==> config.mk <==
export PLATFORM = sky130hd
export DESIGN_NAME = sint_cmp_stream
export DESIGN_NICKNAME = d
export VERILOG_FILES = /design/src/rtl/sint_cmp_pkg.sv /design/src/rtl/sint_cmp_core.sv /design/src/rtl/sint_cmp_stream.sv
export SDC_FILE = /design/constraint.sdc
export NUM_CORES = 1
export LEC_CHECK = 0
export ABC_AREA = 0
export CAP_MARGIN = 20
export CORE_UTILIZATION = 47
export DETAILED_ROUTE_END_ITERATION = 7
export PLACE_DENSITY_LB_ADDON = 0.12
export SYNTH_ARGS = -nofsm -noshare
export SYNTH_HDL_FRONTEND = slang
export SYNTH_HIERARCHICAL = 1
export SYNTH_SLANG_ARGS = --single-unit
==> constraint.sdc <==
create_clock -name CLK -period 2 [get_ports CLK]
set_input_delay 0.4 -clock CLK [delete_from_list [all_inputs] [get_ports CLK]]
set_output_delay 0.4 -clock CLK [all_outputs]
set_load 0.02 [all_outputs]
==> src/rtl/sint_cmp_pkg.sv <==
// Shared types and helpers for the signed/unsigned stream comparator.
// op_t predicate codes, legality check, and a width-generic greater-than.
package sint_cmp_pkg;

  localparam int unsigned EXT_W = 64;

  typedef enum logic [2:0] {
    OP_EQ = 3'd0,
    OP_NE = 3'd1,
    OP_LT = 3'd2,
    OP_LE = 3'd3,
    OP_GT = 3'd4,
    OP_GE = 3'd5
  } op_t;

  function automatic logic op_is_legal(
    input logic [2:0] op
  );
    return op <= 3'd5;
  endfunction

  // v holds a w-bit value zero-extended to EXT_W bits.
  function automatic logic [EXT_W-1:0] sext(
    input logic [EXT_W-1:0] v,
    input int unsigned      w,
    input logic             sgn
  );
    logic [EXT_W-1:0] t;
    logic [EXT_W-1:0] m;
    t = v >> (w - 1);
    m = ~((EXT_W'(1) << w) - EXT_W'(1));
    return (sgn & t[0]) ? (v | m) : v;
  endfunction

  function automatic logic cmp_gt(
    input logic [EXT_W-1:0] a,
    input logic [EXT_W-1:0] b,
    input int unsigned      w,
    input logic             sgn
  );
    logic [EXT_W-1:0] sa;
    logic [EXT_W-1:0] sb;
    sa = sext(a, w, sgn);
    sb = sext(b, w, sgn);
    return sgn ? ($signed(sa) > $signed(sb)) : (a > b);
  endfunction

endpackage

==> src/rtl/sint_cmp_core.sv <==
// Combinational predicate evaluator: result = a op b, illegal for op 6/7.
// Ports: a, b, op, is_signed in; result, illegal out.
module sint_cmp_core
  import sint_cmp_pkg::*;
#(
  parameter int unsigned WIDTH = 7
) (
  input  logic [WIDTH-1:0] a,
  input  logic [WIDTH-1:0] b,
  input  logic [2:0]       op,
  input  logic             is_signed,
  output logic             result,
  output logic             illegal
);

  logic eq;
  logic a_gt;
  logic b_gt;

  assign eq   = (a == b);
  assign a_gt = cmp_gt(EXT_W'(a), EXT_W'(b), WIDTH, is_signed);
  assign b_gt = cmp_gt(EXT_W'(b), EXT_W'(a), WIDTH, is_signed);

  always_comb begin
    result  = 1'b0;
    illegal = !op_is_legal(op);
    unique case (1'b1)
      (op == OP_EQ): result = eq;
      (op == OP_NE): result = !eq;
      (op == OP_LT): result = b_gt;
      (op == OP_LE): result = !a_gt;
      (op == OP_GT): result = a_gt;
      (op == OP_GE): result = !b_gt;
      default:       result = 1'b0;
    endcase
  end

endmodule

==> src/rtl/sint_cmp_stream.sv <==
// Registered valid/ready comparator stage with running max and true count.
// Ports: CLK, ASYNCRESETN, I0/I1/op/is_signed/I_valid/I_ready, O/O_valid/O_ready, clear, stats.
module sint_cmp_stream
  import sint_cmp_pkg::*;
#(
  parameter int unsigned WIDTH     = 7,
  parameter int unsigned CNT_WIDTH = 8
) (
  input  logic                 CLK,
  input  logic                 ASYNCRESETN,
  input  logic [WIDTH-1:0]     I0,
  input  logic [WIDTH-1:0]     I1,
  input  logic [2:0]           op,
  input  logic                 is_signed,
  input  logic                 I_valid,
  output logic                 I_ready,
  output logic                 O,
  output logic                 O_valid,
  input  logic                 O_ready,
  input  logic                 clear,
  output logic [WIDTH-1:0]     max_O,
  output logic                 max_valid,
  output logic [CNT_WIDTH-1:0] true_cnt,
  output logic                 err
);

  logic accept;
  logic res;
  logic ill;
  logic keep_max;
  logic new_max;

  assign I_ready = !O_valid || O_ready;
  assign accept  = I_valid && I_ready;

  sint_cmp_core #(
    .WIDTH(WIDTH)
  ) u_core (
    .a        (I0),
    .b        (I1),
    .op       (op),
    .is_signed(is_signed),
    .result   (res),
    .illegal  (ill)
  );

  // A same-cycle clear discards the old max, so the beat seeds it.
  assign keep_max = max_valid && !clear;
  assign new_max  = !keep_max
                 || cmp_gt(EXT_W'(I0), EXT_W'(max_O), WIDTH, is_signed);

  always_ff @(posedge CLK or negedge ASYNCRESETN) begin
    if (!ASYNCRESETN) begin
      O       <= 1'b0;
      O_valid <= 1'b0;
    end else if (accept) begin
      O       <= res;
      O_valid <= 1'b1;
    end else if (O_ready) begin
      O_valid <= 1'b0;
    end
  end

  always_ff @(posedge CLK or negedge ASYNCRESETN) begin
    if (!ASYNCRESETN) begin
      max_O     <= '0;
      max_valid <= 1'b0;
    end else if (accept) begin
      max_valid <= 1'b1;
      if (new_max) max_O <= I0;
    end else if (clear) begin
      max_O     <= '0;
      max_valid <= 1'b0;
    end
  end

  always_ff @(posedge CLK or negedge ASYNCRESETN) begin
    if (!ASYNCRESETN) begin
      true_cnt <= '0;
      err      <= 1'b0;
    end else if (clear) begin
      true_cnt <= (accept && res) ? CNT_WIDTH'(1) : '0;
      err      <= accept && ill;
    end else if (accept) begin
      if (res && !(&true_cnt)) true_cnt <= true_cnt + 1'b1;
      if (ill) err <= 1'b1;
    end
  end

endmodule

==> impl_metrics.env <==
export IMPL_antenna_cells=0
export IMPL_gp_congestion=0.871
export IMPL_h_tree_depth=1
export IMPL_portBuffers=42
export IMPL_ys_dominant_reg_cell="dfrtp_1"
export IMPL_rows=19
export IMPL_grt_pass1_vias=1432
export IMPL_layout_drive_gt1_share_pct=33.5
export IMPL_reg2regPathDepth=7
export IMPL_final_util_pct=83.4
export IMPL_grt_max_degree=20
export IMPL_cp_max_fo=6
export IMPL_synth_seq_cells=19
export IMPL_power_density_nw_per_um2=495
export IMPL_setup_slack_ns=-0.723
export IMPL_hold_viol_final=0
export IMPL_startpoint="is_signed"
export IMPL_clock_path_buffers=2
export IMPL_cts_sinks=19
export IMPL_hp_class="in -> async"
export IMPL_cts_root_buf="clkbuf_4"
export IMPL_hpwlAfterDp_mm=2.90
export IMPL_avgSynthCellArea_um2=9.58
export IMPL_fmax_mhz=367
export IMPL_detail_route_antenna_nets=0
export IMPL_post_route_min_period_ns=2.72
export IMPL_via_per_inst=5.59
export IMPL_total_power_mw=1.17
export IMPL_wl_per_cell_um=16.0
export IMPL_rsz0062_at_grt="yes"
export IMPL_path_clk_slew_ns=0.11
export IMPL_gr_max_usage_layer="met2"
export IMPL_hold_buffers=0
export IMPL_synth_nets=193
export IMPL_crit_required_ns=2.20
export IMPL_reg2reg_setup_slack_ns=-0.07
export IMPL_syn_to_final_growth_pct=63.1
export IMPL_crit_type="in -> reg"
export IMPL_synth_edf_count=0
export IMPL_leakage_nw=1.05
export IMPL_dr_pass1_iters=6
export IMPL_violations="DRC, setup timing"
export IMPL_vias=1426
export IMPL_start_kind="input port"
export IMPL_async_flop_share_pct=100
export IMPL_fin_nets=267
export IMPL_clock_latency_ns=0.29
export IMPL_start_util_pct=51.1
export IMPL_status="finished with violations"
export IMPL_worstSetupEndpointType="flip-flop"
export IMPL_max_slew_margin_pct=68.7
export IMPL_synth_area_um2=1450
export IMPL_slowest_delay_ns=0.47
export IMPL_ir_drop_mv=0.476
export IMPL_die_y_um=57.5
export IMPL_worst_pin_slew_ns=0.469
export IMPL_yosys_warnings=6
export IMPL_gr_usage_met3_pct=4.08
export IMPL_fin_skew_ns=0.00464
export IMPL_grt_remaining_overflow=0
export IMPL_grt_met2_usage_pct=46.0
export IMPL_grt_pass1_wl_mm=6.52
export IMPL_slew_violations=0
export IMPL_ys_seq_area_share_pct=32.9
export IMPL_reg2reg_from="max_O[6]"
export IMPL_use_met1_pct=31.8
export IMPL_coreArea_um2=2830
export IMPL_period_share_pct=136
export IMPL_drc=2
export IMPL_cp_slowest_cell="or4b_1"
export IMPL_design_die_area_um2=3300
export IMPL_max_cap_violations=0
export IMPL_track_usage_pct=25.5
export IMPL_cts_tree="yes"
export IMPL_dr_first_iter_drc_count=52
export IMPL_crit_chain="buf_8 > and2_4 > ha_4 > and2b_2 > a21oi_2 > a221o_1 > or4b_1 > o211ai_1 > o2111ai_4 > buf_4 > buf_6 > mux2i_1 > nor2_1"
export IMPL_synth_cells=151
export IMPL_die_width_um=57.5
export IMPL_worstPathArrival_ns=2.92
export IMPL_antenna_found_initial=0
export IMPL_synth_distinct_cells=39
export IMPL_numCtsBuffers=3
export IMPL_setup_violations=16
export IMPL_wl_mm=4.09
export IMPL_pin_count=43
export IMPL_crit_end="true_cnt[1]"
export IMPL_r2r_end="max_O[2]"
## layout by cell type (no fill, tap or decap), types with 5 or more instances in the layout
| master | netlist | layout |
|---|---|---|
| clkdlybuf4s50_1 | 0 | 30 |
| buf_4 | 0 | 23 |
| dfrtp_1 | 19 | 18 |
| inv_1 | 19 | 16 |
| ha_1 | 19 | 11 |
| nor2_1 | 9 | 8 |
| a22o_1 | 8 | 8 |
| ha_4 | 0 | 7 |
| nand2_1 | 7 | 6 |
| dlygate4sd2_1 | 0 | 6 |
| nand3_1 | 5 | 5 |
| xnor2_1 | 5 | 5 |
| buf_6 | 0 | 5 |
## final cells by class
| class | count | area [um^2] |
|---|---|---|
| Multi-Input combinational cell | 112 | 1100 |
| Timing Repair Buffer | 70 | 641 |
| Sequential cell | 19 | 477 |
| Fill cell | 183 | 470 |
| Inverter | 19 | 71.3 |
| Tap cell | 31 | 38.8 |
| Clock buffer | 4 | 26.3 |
## how the worst min path moves through the flow
| stage | from | to | slack (ns) |
|---|---|---|---|
| final | ASYNCRESETN | true_cnt[6] | 0.43 |
| after global routing | ASYNCRESETN | max_O[3] | 0.44 |
| after CTS | ASYNCRESETN | max_valid | 0.42 |
| after detailed placement | err | err | 0.50 |
| after global placement | err | err | 0.50 |
| after floorplan | ASYNCRESETN | O | 0.10 |
## through the flow
step	area, um^2	worst slack [ns]	hold WS (ns)	instances	TNS (ns)
final	2360	-0.723	0.427	255	-6.30
after global routing	2360	-0.771	0.442	255	-7.18
after CTS	2290	-0.614	0.424	253	-5.28
after detailed placement	2100	-1.44	0.497	244	-17.32
after floorplan	1490	-0.788	0.104	151	-6.03
after global placement	2100	-1.30	0.505	244	-15.45
## flip-flops by register name (all words and copies together), names as in the netlist
register,count
O_valid,1
err,1
true_cnt,8
max_O,7
max_valid,1
O,1
## critical path, delay by kind of cell
kind / cells / cell delay, ns
buffers and inverters: 3 / 0.41
AO/OA/AOI/OAI: 4 / 0.78
AND/OR/NAND/NOR: 4 / 0.93
adder cells (fa/ha/maj): 1 / 0.24
multiplexers: 1 / 0.15
## layer usage
metal  vias to the layer above  share of wire [%]
li1                        695                  -
met1                       688                 45
met2                        33                 51
met3                        10                3.1
met4                         0                1.7
met5                         -                  0
## where the power goes
group | total [mW] | switching (mW) | leakage [nW] | internal (mW)
combinational | 0.530 | 0.254 | 0.786 | 0.276
clock | 0.199 | 0.121 | 0.0150 | 0.0776
sequential | 0.440 | 0.0251 | 0.249 | 0.415
## logic make-up (layout without fill, tap and decap cells)
kind of cell | Yosys count | after routing | synth area share [%]
and+or+nand+nor | 52 | 52 | 20.4
AOI/OAI and AO/OA | 33 | 33 | 19.9
buffers and inverters | 20 | 93 | 5.19
adders and majority gates | 19 | 19 | 16.4
DFF | 19 | 19 | 32.9
xor gates and xnor gates | 5 | 5 | 3.03
muxes | 3 | 3 | 2.16
## Yosys cell counts (all sizes together) (5+ instances only)
cell type / count / area share (%)
inv: 19 / 4.9
nand2: 7 / 1.8
ha: 19 / 16
nand3: 5 / 1.7
dfrtp: 19 / 33
a22o: 8 / 4.8
nor2: 9 / 2.3
nor3: 5 / 1.7
xnor2: 5 / 3.0
a21oi: 6 / 2.1
## timing repair
action                                  in CTS  in global routing
resized for setup                           50                 11
pin swaps                                   24                 18
endpoints found under the setup margin      16                 17
buffers inserted                             5                  2
Note: power is estimated with default switching activity, not from simulation.
